==> config.mk <==
export PLATFORM = sky130hd
export DESIGN_NAME = btn_debounce_toggle
export DESIGN_NICKNAME = d
export VERILOG_FILES = /design/src/rtl/btn_pkg.sv /design/src/rtl/sync_2ff.sv /design/src/rtl/btn_debounce_toggle.sv
export SDC_FILE = /design/constraint.sdc
export NUM_CORES = 1
export LEC_CHECK = 0
export CORE_MARGIN = 2
export CORE_UTILIZATION = 58
export DETAILED_ROUTE_END_ITERATION = 12
export PLACE_DENSITY = 0.78
export RECOVER_POWER = 50
export SYNTH_ARGS = -nofsm -noshare
export SYNTH_HDL_FRONTEND = slang
export SYNTH_HIERARCHICAL = 1
export SYNTH_SLANG_ARGS = --single-unit
==> constraint.sdc <==
create_clock -name clk -period 2.4 [get_ports clk]
set_input_delay 0.24 -clock clk [delete_from_list [all_inputs] [get_ports clk]]
set_output_delay 0.24 -clock clk [all_outputs]
set_load 0.05 [all_outputs]
==> src/rtl/btn_pkg.sv <==
// Shared encodings for the push-button debounce/toggle front end.
// State values are fixed so the FSM can be probed by encoding.
package btn_pkg;

  typedef enum logic [1:0] {
    ST_IDLE       = 2'd0,
    ST_DB_PRESS   = 2'd1,
    ST_PRESSED    = 2'd2,
    ST_DB_RELEASE = 2'd3
  } state_e;

endpackage

==> src/rtl/sync_2ff.sv <==
// Two-flop synchronizer for asynchronous switch inputs.
// Both stages clear on a synchronous active-high reset.
module sync_2ff (
  input  logic clk,
  input  logic rst,
  input  logic d,
  output logic q
);

  logic meta_q;
  logic sync_q;

  always_ff @(posedge clk) begin
    if (rst) begin
      meta_q <= 1'b0;
      sync_q <= 1'b0;
    end else begin
      meta_q <= d;
      sync_q <= meta_q;
    end
  end

  assign q = sync_q;

endmodule

==> src/rtl/btn_debounce_toggle.sv <==
// Debounces a raw push-button, emits one t_pulse per press,
// flags long presses and mirrors the downstream toggle state.
module btn_debounce_toggle
  import btn_pkg::*;
#(
  parameter int CNT_W           = 16,
  parameter int DEBOUNCE_CYCLES = 50000,
  parameter int LONG_CYCLES     = 60000
) (
  input  logic clk,
  input  logic rst,
  input  logic btn_in,
  output logic btn_level,
  output logic t_pulse,
  output logic long_press,
  output logic toggle_q,
  output logic busy
);

  if (DEBOUNCE_CYCLES < 1 ||
      DEBOUNCE_CYCLES > (2 ** CNT_W) - 1) begin : g_bad_db
    $error("DEBOUNCE_CYCLES out of range");
  end
  if (LONG_CYCLES < 1 ||
      LONG_CYCLES > (2 ** CNT_W) - 1) begin : g_bad_long
    $error("LONG_CYCLES out of range");
  end

  localparam logic [CNT_W-1:0] ONE =
    CNT_W'(1);
  localparam logic [CNT_W-1:0] DB_LAST =
    CNT_W'(DEBOUNCE_CYCLES - 1);
  localparam logic [CNT_W-1:0] LONG_LAST =
    CNT_W'(LONG_CYCLES - 1);
  localparam logic [CNT_W-1:0] LONG_MAX =
    CNT_W'(LONG_CYCLES);

  logic btn_s;

  sync_2ff u_sync (
    .clk (clk),
    .rst (rst),
    .d   (btn_in),
    .q   (btn_s)
  );

  state_e           state_q, state_d;
  logic [CNT_W-1:0] cnt_q, cnt_d;
  logic             level_q, level_d;
  logic             tog_q, tog_d;
  logic             pulse_q, pulse_d;
  logic             long_q, long_d;
  logic             busy_q, busy_d;

  always_comb begin
    state_d = state_q;
    cnt_d   = cnt_q;
    level_d = level_q;
    tog_d   = tog_q;
    pulse_d = 1'b0;
    long_d  = 1'b0;
    unique case (state_q)
      ST_IDLE: begin
        if (btn_s) begin
          state_d = ST_DB_PRESS;
          cnt_d   = ONE;
        end else begin
          cnt_d = '0;
        end
      end
      ST_DB_PRESS: begin
        if (!btn_s) begin
          state_d = ST_IDLE;
          cnt_d   = '0;
        end else if (cnt_q >= DB_LAST) begin
          state_d = ST_PRESSED;
          cnt_d   = '0;
          pulse_d = 1'b1;
          level_d = 1'b1;
          tog_d   = ~tog_q;
        end else begin
          cnt_d = cnt_q + ONE;
        end
      end
      ST_PRESSED: begin
        if (!btn_s) begin
          state_d = ST_DB_RELEASE;
          cnt_d   = ONE;
        end else begin
          long_d = (cnt_q == LONG_LAST);
          // saturate so long_press cannot repeat
          if (cnt_q < LONG_MAX) cnt_d = cnt_q + ONE;
        end
      end
      ST_DB_RELEASE: begin
        if (btn_s) begin
          state_d = ST_PRESSED;
          cnt_d   = LONG_MAX;
        end else if (cnt_q >= DB_LAST) begin
          state_d = ST_IDLE;
          cnt_d   = '0;
          level_d = 1'b0;
        end else begin
          cnt_d = cnt_q + ONE;
        end
      end
    endcase
    busy_d = (state_d == ST_DB_PRESS) ||
             (state_d == ST_DB_RELEASE);
  end

  always_ff @(posedge clk) begin
    if (rst) begin
      state_q <= ST_IDLE;
      cnt_q   <= '0;
      level_q <= 1'b0;
      tog_q   <= 1'b0;
      pulse_q <= 1'b0;
      long_q  <= 1'b0;
      busy_q  <= 1'b0;
    end else begin
      state_q <= state_d;
      cnt_q   <= cnt_d;
      level_q <= level_d;
      tog_q   <= tog_d;
      pulse_q <= pulse_d;
      long_q  <= long_d;
      busy_q  <= busy_d;
    end
  end

  assign btn_level  = level_q;
  assign t_pulse    = pulse_q;
  assign long_press = long_q;
  assign toggle_q   = tog_q;
  assign busy       = busy_q;

endmodule
==> results of run 1 <==
## power breakdown
| part | internal, W | leakage (nW) | switching [W] |
|---|---|---|---|
| Sequential | 0.000418 | 0.202 | 0.00000246 |
| Combinational | 0.00000990 | 0.275 | 0.0000175 |
| Clock | 0.0000651 | 0.0150 | 0.000124 |
| Total | 0.000493 | 0.492 | 0.000144 |
## path summary, 6_finish.rpt
kind,startpoint,end
hold reg to reg,u_sync/meta_q,u_sync/q
hold / removal,btn_in,u_sync/meta_q
setup reg to reg,cnt_q[0],cnt_q[5]
setup / recovery,cnt_q[0],cnt_q[5]
## metrics by stage
step	cell area, sq um	hold slack [ps]
after floorplan	1460	312
after global routing	1530	467
after global placement	1520	429
after CTS	1540	453
after detailed placement	1520	444
final	1530	460
## final cells by class
cell class                 instances  area [sq um]  share of cell area, %
inverter                           5          18.8                   1.23
multi-input combinational        134           856                   55.9
timing repair buffer              10          92.6                   6.05
clock buffer                       4          26.3                   1.72
tap                               30          37.5                   2.45
sequential                        25           500                   32.7
## critical path: cells and delay by family, from the launching register on
kind,cells,cell delay (ps)
AND/OR/NAND/NOR,2,370
AO/OA/AOI/OAI,4,1040
flip-flops,1,440
adder cells (fa/ha/maj),1,220
## flip-flops by register name (all words and copies together) (netlist names)
signal         count
u_sync/meta_q      1
cnt_q             16
t_pulse            1
btn_level          1
state_q            2
long_press         1
busy               1
u_sync/q           1
toggle_q           1
## cells by family after synthesis
| family | Yosys count | share of synthesized area (%) |
|---|---|---|
| xor+xnor | 10 | 6.01 |
| buf+inv | 16 | 6.27 |
| simple gates | 79 | 28.9 |
| compound gates | 44 | 23.6 |
| flops | 25 | 34.3 |
| fa+ha+maj | 1 | 0.858 |
## cell usage in the layout, fill, tap and decap left out, drive strengths merged, types with 3 or more instances in the layout
| master | count |
|---|---|
| nand2 | 16 |
| clkbuf | 4 |
| nor2b | 3 |
| a21oi | 9 |
| nor4 | 7 |
| nand4 | 3 |
| o21ai | 12 |
| dfxtp | 25 |
| xor2 | 6 |
| nor2 | 21 |
| buf | 3 |
| xnor2 | 4 |
| inv | 5 |
| nor3 | 7 |
| or3 | 3 |
| a211oi | 6 |
| dlygate4sd3 | 6 |
| nand3 | 15 |
## metal layers
metal / GRT usage (%) / vias up / routed length, microns
li1: - / 635 / -
met1: 35.2 / 632 / 1430
met2: 40.0 / 49 / 1540
met3: 4.17 / 10 / 187
met4: 13.8 / 0 / 96
met5: 0 / - / 0
==> metrics.yaml, run 1 <==
clock_path_buffers: 2
ys_warn_count: 6
synth_flop_cell: "dfxtp_1"
dr.pass1.iters: 4
pre_cts_slack_ps: 377
cpPeakStageDelay_ps: 440
die_x_microns: 54.1
slew_viol_final: 0
grt_max_degree: 14
placed_cells: 204
rows: 18
cpMostUsedCell: "a211oi_4"
nets: 183
cts_tree: "built"
rr_worst_depth: 7
hp-class: "in -> reg"
vias: 1326
max_freq_ghz: 0.466
power_density_nw_per_um2: 416
n_fill_cell: 211
vdd_drop_max_mv: 0.441
cts-buffers-inserted: 3
synth_common_cells: "dfxtp_1, nor2_1, nand2_1"
path_max_fanout: 6
antenna_found_initial: 0
fin_crit_ps: 2150
cts.sinks: 25
worstPathCellList: "ha_1 -> nand3_1 -> a211oi_4 -> nor3_2 -> a211oi_4 -> o21ai_1 -> a21o_1"
yosysMostFrequentCell: "dfxtp_1"
fin_setup_tns_ps: 0
netlist.area_leader.share_pct: 34.3
synthTopCellsByArea: "dfxtp_1, nor2_1, nand3_1"
drt_iter0_drc: 60
fin_skew_ps: 4.33
initial_core_util_pct: 59.9
ff2ff_setup_slack_ps: 250
final.period_utilization_pct: 89.5
worstSetupPathType: "reg -> reg"
clkSlewWorstSetupHoldPaths_ps: 130
drive_gt1_share_pct: 11.8
cts.repair.resized: 0
rsz0062_at_grt: "no"
placeableCoreArea_sq_um: 2430
leakage_nw: 0.492
io_buffers: 7
critPathRequiredTime_ps: 2630
tightest_slew_ps: 553
status: "complete, no violations"
grt_pass1_vias: 1203
wl_per_cell_microns: 15.6
hold_depth: 2
syn_nets: 179
die_h_microns: 54.1
async_reset_ff_share_pct: 0
ios: 8
cp.arrival_ps: 2380
fin_ws_ps: 253
synth-seq-cells: 25
start_kind: "flop"
postSynthAreaPerCell_sq_um: 8.33
synth_edf_count: 0
die-area_sq_um: 2930
max-cap-violations: 0
antennaDiodeCount: 0
ant_nets: 0
cts_setup_buffers: 0
finalHoldViolCount: 0
endpoint_kind: "flop"
synth_area_leader_cell: "dfxtp_1"
grt_use_total_pct: 26.1
utilization_pct: 63.0
hpwl_microns: 2450
report.power.total_w: 0.000637
synth_cell_types: 46
syn_inst: 175
yosysSeqAreaShare_pct: 34.3
route.detailed.drc: 0
clockRootBuffer: "clkbuf_4"
setup-violations-final: 0
cp_slowest_cell: "dfxtp_1"
final_cells: 208
grt_pass1_wl_microns: 5440
area_growth_pct: 5.06
h-tree-depth: 1
syn-cell-area_sq_um: 1460
grt.overflow.total: 0
drt_wl_total_microns: 3250
clk_latency_ps: 320
relSlewSlack_pct: 62.8
routed_via_density: 6.38
place_congestion: 0.941
holdBufCountCts: 0
Power figures use the tool's default switching activity.
==> inputs of run 2 (changes only) <==
--- a/config.mk
+++ b/config.mk
@@ -6,9 +6,9 @@
 export NUM_CORES = 1
 export LEC_CHECK = 0
 export CORE_MARGIN = 2
-export CORE_UTILIZATION = 58
+export CORE_UTILIZATION = 25
 export DETAILED_ROUTE_END_ITERATION = 12
-export PLACE_DENSITY = 0.78
+export DONT_BUFFER_PORTS = 1
 export RECOVER_POWER = 50
 export SYNTH_ARGS = -nofsm -noshare
 export SYNTH_HDL_FRONTEND = slang
==> metrics.yaml, run 2 (same netlist as run 1, synthesis figures left out) <==
status: "complete, no violations"
path_max_fanout: 6  # unchanged
antenna_found_initial: 0  # unchanged
grt_pass1_vias: 1142  # -5.1%
multiInputGateArea_sq_um: 861  # +0.58%
largest_reg_flops: 16  # unchanged
clock_path_buffers: 2  # unchanged
start_kind: "flop"
cts_setup_buffers: 0  # unchanged
cp.arrival_ps: 2190  # -190 ps
grt_use_total_pct: 11.0  # -15 points
hp-class: "in -> reg"
h-tree-depth: 1  # unchanged
final.period_utilization_pct: 84.5  # -5.0 points
internal_power_w: 0.000541  # +9.8%
drive_gt1_share_pct: 13.5  # +1.7 points
clk_latency_ps: 270  # -50 ps
fin_setup_tns_ps: 0  # unchanged
rsz0062_at_grt: "no"
grt_max_degree: 18  # +4
drt_wl_total_microns: 3270  # +0.65%
wl_per_cell_microns: 13.5  # -14%
max-cap-violations: 0  # unchanged
swShare_pct: 22.4  # -0.23 points
final_common_cell: "dfxtp_1"
cpPeakStageDelay_ps: 420  # -20 ps
finalHoldViolCount: 0  # unchanged
rr_worst_depth: 7  # unchanged
initial_core_util_pct: 26.2  # -34 points
rows: 27  # +9
comb_power_share_pct: 2.2  # -2.1 points
hpwl_microns: 2420  # -1.5%
die-area_sq_um: 6460  # +120%
antennaDiodeCount: 0  # unchanged
vias: 1268  # -4.4%
worstPathCellList: "ha_1 -> nand3_2 -> a211oi_2 -> nor2_1 -> a31o_2 -> a31oi_1 -> o41ai_1"
ios: 8  # unchanged
tightest_slew_ps: 668  # +115 ps
routed_via_density: 5.22  # -18%
n_fill_cell: 595  # +180%
seq_power_share_pct: 60.5  # -5.5 points
clkSlewWorstSetupHoldPaths_ps: 90  # -40 ps
die_h_microns: 80.4  # +48%
cts_tree: "built"
holdBufCountCts: 0  # unchanged
largest-register: "cnt_q"
place_congestion: 0.923  # -1.9%
hold_depth: 1  # -1
cts.sinks: 25  # unchanged
fin_crit_ps: 2030  # -119 ps
endpoint_kind: "flop"
die_x_microns: 80.4  # +48%
whs_ps: 26.5  # -433 ps
area_growth_pct: 5.75
route.detailed.drc: 0  # unchanged
fin_skew_ps: 4.58  # +0.253 ps
seq_area_sq_um: 500  # unchanged
drt_iter0_drc: 136  # +130%
fin_ws_ps: 372  # +119 ps
placeableCoreArea_sq_um: 5570  # +130%
nets: 176  # -3.8%
mostFrequentLayoutCells: "dfxtp_1, nor2_1, nand2_1, nand3_1"
vdd_drop_max_mv: 0.194  # -56%
grt_pass1_wl_microns: 5630  # +3.5%
io_buffers: 0  # -7
grt.overflow.total: 0  # unchanged
clockPowerShare_pct: 37.3  # +7.6 points
relSlewSlack_pct: 55.1  # -7.7 points
critPathRequiredTime_ps: 2560  # -70 ps
max_freq_ghz: 0.493  # +5.9%
leakage_nw: 0.457  # -7.1%
setup-violations-final: 0  # unchanged
worstSetupPathType: "reg -> reg"
cts-buffers-inserted: 3  # unchanged
slew_viol_final: 0  # unchanged
switchingPower_w: 0.000156  # +8.3%
cp_slowest_cell: "dfxtp_1"
clockRootBuffer: "clkbuf_8"
cts.repair.resized: 0  # unchanged
largestRegisters: "cnt_q: 16 flops, state_q: 2 flops"
power_density_nw_per_um2: 452  # +8.7%
ant_nets: 0  # unchanged
dr.pass1.iters: 5  # +1
pre_cts_slack_ps: 396  # +19.0 ps
-- run 2: final timing paths --
kind / from / to / slack (ps)
worst max-delay path: cnt_q[0] / cnt_q[9] / 370
worst min-delay path: rst / btn_level / 30
worst min register to register: u_sync/meta_q / u_sync/q / 440
worst max register to register: cnt_q[0] / cnt_q[9] / 370
-- run 2: worst max-delay path, delay by kind of cell, from the launching register on --
family / cells / cell delay, ps
fa+ha+maj: 1 / 230
compound gates: 4 / 950
simple gates: 2 / 320
flops: 1 / 420
-- run 2: through the flow --
| stage | total power [W] | util, % | area, sq um | cells |
|---|---|---|---|---|
| 2_1_floorplan | 0.000446 | - | 1460 | 175 |
| 3_3_place_gp | 0.000447 | 26.9 | 1500 | 239 |
| 5_1_grt | 0.000725 | 27.7 | 1540 | 243 |
| 3_5_place_dp | 0.000447 | 26.9 | 1500 | 239 |
| 6_report | 0.000697 | 27.7 | 1540 | 243 |
| 4_1_cts | 0.000713 | 27.7 | 1550 | 243 |
-- run 2: power by group through the flow --
stage / sequential (W) / combinational, W / clock, W
floorplan: 0.000430 / 0.0000159 / 0
global placement: 0.000431 / 0.0000158 / 0
detailed placement: 0.000431 / 0.0000156 / 0
CTS: 0.000422 / 0.0000157 / 0.000276
global route: 0.000422 / 0.0000177 / 0.000285
finish: 0.000421 / 0.0000156 / 0.000260
-- run 2: routing by layer --
metal  routed length (microns)  GRT usage [%]  share of wire [%]  vias up
met5                         0              0                  0        -
met1                      1540           15.7                 47      580
met3                       220           2.02                6.7        8
li1                          -              -                  -      626
met2                      1450           16.3                 44       54
met4                        60           4.24                1.8        0
-- run 2: final cells by class --
type | count | share of cell area, %
multi-input cells | 134 | 55.8
well taps | 72 | 5.84
flip-flops and latches | 25 | 32.5
repair buffers | 3 | 1.46
clock inverters | 1 | 0.487
clock buffers | 3 | 2.68
inverters | 5 | 1.22
==> inputs of run 3 (changes only) <==
==> constraint.sdc (replaced) <==
create_clock -name clk -period 2.05 [get_ports clk]
set_input_delay 0.205 -clock clk [delete_from_list [all_inputs] [get_ports clk]]
set_output_delay 0.205 -clock clk [all_outputs]
set_load 0.05 [all_outputs]
==> metrics.yaml, run 3 (same netlist as run 1, synthesis figures left out) <==
final.period_utilization_pct: 95.3  # +11 points
crit_path_end: "cnt_q[5]"
dr.pass1.iters: 4  # -1
placeableCoreArea_sq_um: 5570  # unchanged
clkSlewWorstSetupHoldPaths_ps: 90  # about the same
whs_ps: 32.4  # +5.89 ps
wl_per_cell_microns: 13.3  # -1.1%
slew_viol_final: 0  # unchanged
relSlewSlack_pct: 65.2  # +10 points
setup-violations-final: 0  # unchanged
mostFrequentLayoutCells: "dfxtp_1, nor2_1, nand2_1, nand3_1"
hpwl_microns: 2490  # +3.0%
area_growth_pct: 9.70
rows: 27  # unchanged
max_freq_ghz: 0.512  # +3.8%
cts.sinks: 25  # unchanged
tightest_slew_ps: 521  # -147 ps
grt_pass1_wl_microns: 5850  # +3.9%
status: "complete, no violations"
cp.arrival_ps: 2140  # -50 ps
largest-register: "cnt_q"
met2_usage_pct: 18.1  # +1.8 points
startpoint: "cnt_q[1]"
route.detailed.drc: 0  # unchanged
die_x_microns: 80.4  # unchanged
cts_tree: "built"
io_buffers: 0  # unchanged
vias: 1280  # +0.95%
clockRootBuffer: "clkbuf_8"
die-area_sq_um: 6460  # unchanged
nets: 184  # +4.5%
post_dp_cell_area_sq_um: 1540  # +3.0%
antennaDiodeCount: 0  # unchanged
finalHoldViolCount: 0  # unchanged
ff2ff_setup_slack_ps: 100  # -280 ps
grt.overflow.total: 0  # unchanged
ant_nets: 0  # unchanged
grt_pass1_vias: 1245  # +9.0%
critPathRequiredTime_ps: 2230  # -330 ps
routed_via_density: 5.10  # -2.3%
clock_path_buffers: 2  # unchanged
r2r_end: "cnt_q[5]"
met1_usage_pct: 14.8  # -0.92 points
busiest_layer: "met2"
path_max_fanout: 5  # -1
largest_reg_flops: 16  # unchanged
final_area_sq_um: 1600  # +3.7%
clk_latency_ps: 280  # about the same
endpoint_kind: "flop"
grt_use_total_pct: 11.5  # +0.53 points
drt_iter0_drc: 59  # -57%
worstSetupPathType: "reg -> reg"
grt_max_degree: 14  # -4
power_density_nw_per_um2: 511  # +13%
met3_usage_pct: 1.69  # -0.34 points
vdd_drop_max_mv: 0.194  # -0.11%
n_fill_cell: 597  # +0.34%
hp-class: "in -> reg"
drt_wl_total_microns: 3340  # +2.1%
place_congestion: 0.843  # -8.6%
largestRegisters: "cnt_q: 16 flops, state_q: 2 flops"
cts-buffers-inserted: 3  # unchanged
start_kind: "flop"
leakage_nw: 0.491  # +7.4%
antenna_found_initial: 0  # unchanged
ios: 8  # unchanged
rr_worst_depth: 7  # unchanged
h-tree-depth: 1  # unchanged
max-cap-violations: 0  # unchanged
fin_skew_ps: 4.77  # +0.190 ps
fin_crit_ps: 1950  # -74.0 ps
final_common_cell: "dfxtp_1"
die_h_microns: 80.4  # unchanged
worst_r2r_startpoint: "cnt_q[1]"
initial_core_util_pct: 26.2  # unchanged
drive_gt1_share_pct: 14.5  # +1.1 points
## run 3: cell count changes in the layout (fill, tap and decap cells not counted)
cell           before  now
a211oi_1            2    3
buf_4               3    7
nand3_2             1    0
clkbuf_1            0    3
a211oi_2            2    1
nand3_4             0    1
dfxtp_1            25   24
dfxtp_2             0    1
clkinvlp_4          1    0
dlygate4sd3_1       0    2
## run 3: repair_timing
action                                  in CTS  in global routing
endpoints found under the setup margin       0                 11
setup buffers                                0                  0
hold endpoints to repair                     8                  1
gates resized for setup                      0                  2
hold buffers                                 1                  1
## run 3: per-stage QoR
stage	TNS (ps)	total power [W]	setup slack (ps)	cells	util, %
2_1_floorplan	0	0.000522	251	175	-
4_1_cts	0	0.000828	50.3	250	28.7
5_1_grt	-3.87	0.000852	-3.87	251	28.7
3_5_place_dp	0	0.000524	52.7	245	27.7
6_report	0	0.000817	96.0	251	28.7
3_3_place_gp	0	0.000524	128	245	27.7
## run 3: worst max-delay path, stage by stage, from the launching register on
cell and delay (ps):
dfxtp_2 370, ha_1 250, nand3_4 140, a211oi_4 350, nor2_2 100, a211oi_4 350
o21ai_1 110, a21o_1 190
## run 3: cell type report
class / instances / area [sq um] / area share (%)
Sequential cell: 25 / 502 / 31.4
Tap cell: 72 / 90.1 / 5.63
Inverter: 5 / 18.8 / 1.17
Multi-Input combinational cell: 134 / 863 / 54.0
Timing Repair Buffer: 11 / 80.1 / 5.01
Clock buffer: 4 / 45.0 / 2.82
## run 3: worst min-delay path by stage
stage          startpoint       endpoint  slack [ps]  cells past startpoint
3_3_place_gp          rst  u_sync/meta_q         280                      1
3_5_place_dp          rst     state_q[1]         280                      1
4_1_cts               rst       cnt_q[0]           3                      1
5_1_grt               rst       cnt_q[9]          20                      1
6_report              rst       cnt_q[9]          30                      1
2_1_floorplan         rst  u_sync/meta_q         280                      1
## run 3: per-layer routing
layer	part of all wire [%]	vias to the layer above	routed length [microns]
met3	2.2	7	72
met2	47	18	1580
met4	3.1	0	104
li1	-	643	-
met1	47	612	1580
met5	0	-	0
## run 3: report_power, final
group,total [W],switching [W],internal (W)
combinational,0.0000254,0.0000153,0.0000101
clock,0.000298,0.000159,0.000139
sequential,0.000493,0.00000454,0.000489
